File: src/rtl/interface_vga.sv
// VGA 640x480 @ 60 Hz timing generator with a registered sync/blank/RGB output stage.
// Define INTERFACE_VGA_TEST_PATTERN_EN to replace the RGB input with eight vertical colour bars.
module interface_vga #(
  parameter int H_ACTIVE = 640,
  parameter int H_FRONT  = 16,
  parameter int H_SYNC   = 96,
  parameter int H_BACK   = 48,
  parameter int V_ACTIVE = 480,
  parameter int V_FRONT  = 10,
  parameter int V_SYNC   = 2,
  parameter int V_BACK   = 33
) (
  input  logic        Clock,
  input  logic        Reset,
  input  logic [23:0] RGB,
  output logic [9:0]  ColunaOut,
  output logic [9:0]  LinhaOut,
  output logic        h_sync,
  output logic        v_sync,
  output logic        blank,
  output logic [7:0]  R,
  output logic [7:0]  G,
  output logic [7:0]  B
);

  localparam int H_TOTAL = H_ACTIVE + H_FRONT + H_SYNC + H_BACK;
  localparam int V_TOTAL = V_ACTIVE + V_FRONT + V_SYNC + V_BACK;

  localparam logic [9:0] H_LAST   = 10'(H_TOTAL - 1);
  localparam logic [9:0] V_LAST   = 10'(V_TOTAL - 1);
  localparam logic [9:0] H_VIS    = 10'(H_ACTIVE);
  localparam logic [9:0] V_VIS    = 10'(V_ACTIVE);
  localparam logic [9:0] HS_FIRST = 10'(H_ACTIVE + H_FRONT);
  localparam logic [9:0] HS_LAST  = 10'(H_ACTIVE + H_FRONT + H_SYNC - 1);
  localparam logic [9:0] VS_FIRST = 10'(V_ACTIVE + V_FRONT);
  localparam logic [9:0] VS_LAST  = 10'(V_ACTIVE + V_FRONT + V_SYNC - 1);

  logic [9:0]  hcount_q, hcount_d;
  logic [9:0]  vcount_q, vcount_d;
  logic        h_sync_q, h_sync_d;
  logic        v_sync_q, v_sync_d;
  logic        blank_q, blank_d;
  logic [23:0] rgb_q, rgb_d;
  logic        active_s;
  logic [23:0] pixel_s;

`ifdef INTERFACE_VGA_TEST_PATTERN_EN
  function automatic logic [23:0] bar_colour(input logic [9:0] col);
    logic [3:0] bar;
    bar = 4'(col / 10'd80);
    case (bar)
      4'd0:    bar_colour = 24'hFFFFFF;
      4'd1:    bar_colour = 24'hFFFF00;
      4'd2:    bar_colour = 24'h00FFFF;
      4'd3:    bar_colour = 24'h00FF00;
      4'd4:    bar_colour = 24'hFF00FF;
      4'd5:    bar_colour = 24'hFF0000;
      4'd6:    bar_colour = 24'h0000FF;
      default: bar_colour = 24'h000000;
    endcase
  endfunction
`endif

  // Scan position: column wraps every line, line advances only on column wrap.
  always_comb begin
    hcount_d = hcount_q;
    vcount_d = vcount_q;
    if (hcount_q == H_LAST) begin
      hcount_d = 10'd0;
      if (vcount_q == V_LAST) begin
        vcount_d = 10'd0;
      end else begin
        vcount_d = vcount_q + 10'd1;
      end
    end else begin
      hcount_d = hcount_q + 10'd1;
    end
  end

  // Decode of the current coordinate; registered next edge for one clock of latency.
  always_comb begin
    active_s = (hcount_q < H_VIS) && (vcount_q < V_VIS);
`ifdef INTERFACE_VGA_TEST_PATTERN_EN
    pixel_s  = bar_colour(hcount_q);
`else
    pixel_s  = RGB;
`endif
    blank_d  = active_s;
    h_sync_d = !((hcount_q >= HS_FIRST) && (hcount_q <= HS_LAST));
    v_sync_d = !((vcount_q >= VS_FIRST) && (vcount_q <= VS_LAST));
    if (active_s) begin
      rgb_d = pixel_s;
    end else begin
      rgb_d = 24'h000000;
    end
  end

  // Counters and output registers; reset restarts the scan at (0,0).
  always_ff @(posedge Clock or negedge Reset) begin
    if (!Reset) begin
      hcount_q <= 10'd0;
      vcount_q <= 10'd0;
      h_sync_q <= 1'b1;
      v_sync_q <= 1'b1;
      blank_q  <= 1'b0;
      rgb_q    <= 24'h000000;
    end else begin
      hcount_q <= hcount_d;
      vcount_q <= vcount_d;
      h_sync_q <= h_sync_d;
      v_sync_q <= v_sync_d;
      blank_q  <= blank_d;
      rgb_q    <= rgb_d;
    end
  end

  assign ColunaOut = hcount_q;
  assign LinhaOut  = vcount_q;
  assign h_sync    = h_sync_q;
  assign v_sync    = v_sync_q;
  assign blank     = blank_q;
  assign R         = rgb_q[23:16];
  assign G         = rgb_q[15:8];
  assign B         = rgb_q[7:0];

endmodule

File: config.mk
export PLATFORM = sky130hd
export DESIGN_NAME = interface_vga
export DESIGN_NICKNAME = d
export VERILOG_FILES = /design/src/rtl/interface_vga.sv
export SDC_FILE = /design/constraint.sdc
export NUM_CORES = 1
export LEC_CHECK = 0
export ABC_AREA = 1
export CELL_PAD_IN_SITES_DETAIL_PLACEMENT = 1
export CELL_PAD_IN_SITES_GLOBAL_PLACEMENT = 2
export CORE_MARGIN = 10
export CORE_UTILIZATION = 24
export CTS_BUF_LIST = sky130_fd_sc_hd__clkbuf_4
export DETAILED_ROUTE_END_ITERATION = 12
export GPL_ROUTABILITY_DRIVEN = 0
export PLACE_DENSITY = 0.79
export SLEW_MARGIN = 20
export SYNTH_ARGS = -nofsm -noshare
export SYNTH_HDL_FRONTEND = slang
export SYNTH_SLANG_ARGS = --single-unit
File: constraint.sdc
create_clock -name Clock -period 1.6 [get_ports Clock]
set_clock_uncertainty 0.2 [all_clocks]
set_input_delay 0.32 -clock Clock [delete_from_list [all_inputs] [get_ports Clock]]
set_output_delay 0.32 -clock Clock [all_outputs]
set_load 0.1 [all_outputs]
Word-level counts from Yosys, hierarchy flattened. Cells that the tools add are included.

Register bits: 47. Output and inout port bits: 47. Logic and storage cells: 24.

Add/subtract/negate cells: 2. Order comparisons: 6. Eq/ne operators: 2. Muxes and demuxes: 3. Reduce and logical (&&, ||, !) cells: 5.

Operator list (number): $mux 24 (1); $add 10x1->10 const B (2); $eq 10x10->1 const B (2); $mux 10 (2); $ge 10x10->1 const B (1); $ge 10x9->1 const B (1); $le 10x10->1 const B (1); $le 10x9->1 const B (1); $lt 10x10->1 const B (1); $lt 10x9->1 const B (1); $logic_and 1x1->1 (3); $logic_not 1->1 (2).

Longest topological paths before layout.
Depth in word-level cells: 3. Mapped depth: 8. Mapped depth without buffers: 8.

Worst setup path after synthesis. OpenSTA, ideal clock, no wires.

Path type: flip-flop to flip-flop. Start point: register hcount_q[1], in the netlist ColunaOut[1]. End point: register vcount_q[5], in the netlist LinhaOut[5]. Library setup time: 0.126 ns. Arrival: 1.986 ns. Required time: 1.274 ns. Setup slack: -0.712 ns. Cell stages (with the launch flop): 9. Path through: dfrtp_1 ha_1 nand2_2 nor2_8 nand3_4 nor2_8 inv_2 nand2_1 o21ai_1.

Word-level cells in the longest chain between the ends: 1.

Ends and longest elaborated chain: start, declared (line 38) `logic [9:0] hcount_q, hcount_d;`; start signal, assigned (line 108) `hcount_q <= hcount_d;`; $eq 10x10->1 (line 68) `if (hcount_q == H_LAST) begin`; end signal, assigned (line 109) `vcount_q <= vcount_d;`; end, declared (line 39) `logic [9:0] vcount_q, vcount_d;`.

No other way between the ends. A chain may end at the register's enable or synchronous reset.

Final worst setup path.
Start point: register hcount_q[1], in the netlist ColunaOut[1]. End point: output ColunaOut[1].

RTL lines: end, declared (line 16) `output logic [9:0] ColunaOut,`.

No word-level cell between the ends.

==> impl_metrics.toml <==
[power]
p_per_area_nw_per_um2 = 539
vdd_drop_max_mv = 0.271
p_leak_nw = 1.98

[yosys]
ys_seq_area_frac = 0.570
synth.largest_area_cell = "dfrtp_1"
synth_top_area_frac = 0.544
synth_cell_types = 28
yosys_warnings = 0
syn_area_sq_um = 2070
synth-edff-count = 0
synth_seq_cells = 47
netlist_top_cells_count = "dfrtp_1, inv_1, nor2_1, nand2_1, nand3_1"
syn_inst = 225
async_reset_ff_frac = 1.00
yosysMostFrequentCell = "dfrtp_1"
synth_area_leaders = "dfrtp_1, inv_1, nor2_1"
avgSynthCellArea_sq_um = 9.19
syn_nets = 255
ys.flop_type = "dfrtp_1"

[setup_path]
critPathMaxFanout = 3
arrival_ns = 1.18
crit_type = "register to primary output"
timing.rr.start = "ColunaOut[1]"
reg2regPathDepth = 8
start_kind = "register"
rrSetupSlack_ns = -0.06
endpoint_kind = "primary output"
cp.required_ns = 1.08
r2r_end = "LinhaOut[6]"

[die]
die_w_um = 113
initial_core_util = 0.249
die_h_um = 113
dieArea_sq_um = 12700
core_area_sq_um = 8300
io-pin-count = 73
rows = 33

[cts]
clock_path_buffers = 2
clk_pin_slew_ns = 0.14
cts_tree = "done"
cts_sinks = 47
htreeDepth = 2
clock_latency_ns = 0.36
cts_made_buffers = 5
cts_root_buf = "clkbuf_4"

[layout]
fin_nets = 381
n_antenna_cell = 0
fin_util = 0.516
drive_gt1_frac = 0.537
area_delta_synth_final_pct = 107
design_area_sq_um = 4280
final_cell_count_no_fill = 457

[sta]
finalHoldViolCount = 0
worst_pin_slew_ns = 0.366
period_minus_slack_ns = 1.70
slew_violations = 0
worst_slew_margin_rel = 0.754
tns_ns = -0.880
rsz0062_at_grt = "true"
finalSetupViolCount = 25
fmax_mhz = 588
timing.final.ws_setup_ns = -0.102
finalCritPeriodShare = 1.06

[placed_design]
dp_hpwl_um = 4720
dpl_cell_area_sq_um = 3580
io_buffers = 72
pre_cts_slack_ns = -0.0834
place_inst = 415

[run]
maxCapViolCount = 0

[global_routing]
globalRouteOverflowTotal = 0
grt_pass1_wl_um = 10900
grt_start_max_net_pins = 48
grt_usage = 0.105
antenna_found_initial = 0
grt_pass1_vias = 2103

[drt]
vias_per_cell = 4.31
routed_wl_um = 7610
drt_iter0_drc = 50
drt-pass1-iter-count = 4
final_antenna_net_count = 0
vias = 1971
drc = 0
routedWlPerCell_um = 16.7

[min_path]
min_path_type = "input port to asynchronous set/reset pin"

[status]
failed_checks = "negative setup slack"
status = "finished with violations"
-- logic make-up after synthesis --
family	share of synthesized area
DFF	0.570
buffers and inverters	0.102
adders and majority gates	0.0242
and+or+nand+nor	0.229
xor gates and xnor gates	0.0296
AOI/OAI and AO/OA	0.0460
-- critical path, cell delays in order (launching register included) --
cell     delay (ns)
dfrtp_4        0.53
buf_6          0.13
buf_12         0.15
-- sequential cells by signal, indices dropped and copies added (netlist names) --
| register | cells |
|---|---|
| rgb_q | 24 |
| ColunaOut | 10 |
| LinhaOut | 10 |
| blank | 1 |
| h_sync | 1 |
| v_sync | 1 |
-- per-stage QoR --
| step | total power, mW | hold WS (ns) |
|---|---|---|
| CTS | 2.34 | 0.232 |
| global route | 2.44 | 0.216 |
| floorplan | 1.50 | -0.176 |
| detailed placement | 1.76 | 0.128 |
| global placement | 1.75 | 0.125 |
| finish | 2.31 | 0.251 |
-- area by class of cell --
type / instances / area, sq um
flip-flops and latches: 47 / 1240
repair buffers: 119 / 1670
well taps: 105 / 131
clock buffers: 6 / 45.0
multi-input cells: 130 / 1000
fillers: 893 / 4020
clock inverters: 2 / 7.51
inverters: 48 / 193
-- cell usage in the layout (no fill, tap or decap), drive strengths merged --
master         count
a21oi              2
a31oi              1
and2               1
buf               92
clkbuf             8
clkdlybuf4s50     24
clkinv             2
dfrtp             45
dfstp              2
dlygate4sd3        1
ha                 4
inv               48
nand2             33
nand3             13
nand4              4
nor2              46
nor3               3
nor3b              1
nor4               1
o2111ai            1
o21ai             11
o21bai             1
o31ai              1
xor2               7
-- routing by layer --
layer  share of wire  up-vias  wire, um  GRT usage
met5               0        -         0          0
met4           0.013        0       100     0.0321
met3           0.082        8       621     0.0523
met2            0.54       65      4100      0.186
met1            0.37      955      2790      0.107
li1                -      943         -          -
-- worst max path at each step --
stage,start,endpoint,slack (ns),depth (start not counted)
after global placement,LinhaOut[1],LinhaOut[4],-0.01,7
after floorplan,ColunaOut[0],LinhaOut[8],-0.19,7
after global routing,ColunaOut[1],ColunaOut[1],-0.16,2
final,ColunaOut[1],ColunaOut[1],-0.10,2
after detailed placement,LinhaOut[1],LinhaOut[1],-0.08,7
after CTS,ColunaOut[1],ColunaOut[1],-0.12,2
-- where the power goes --
part,internal [mW],switching [mW]
clock,0.181,0.388
sequential,1.22,0.0254
combinational,0.196,0.302
-- what timing repair did --
action,CTS,global route
buffers inserted,19,11
setup endpoints to repair,29,60
resized for setup,22,72
hold endpoints to repair,47,0
cloned,3,3
pin swaps,7,15
hold buffers,1,0
No activity file was read; power rests on OpenSTA's default activity.
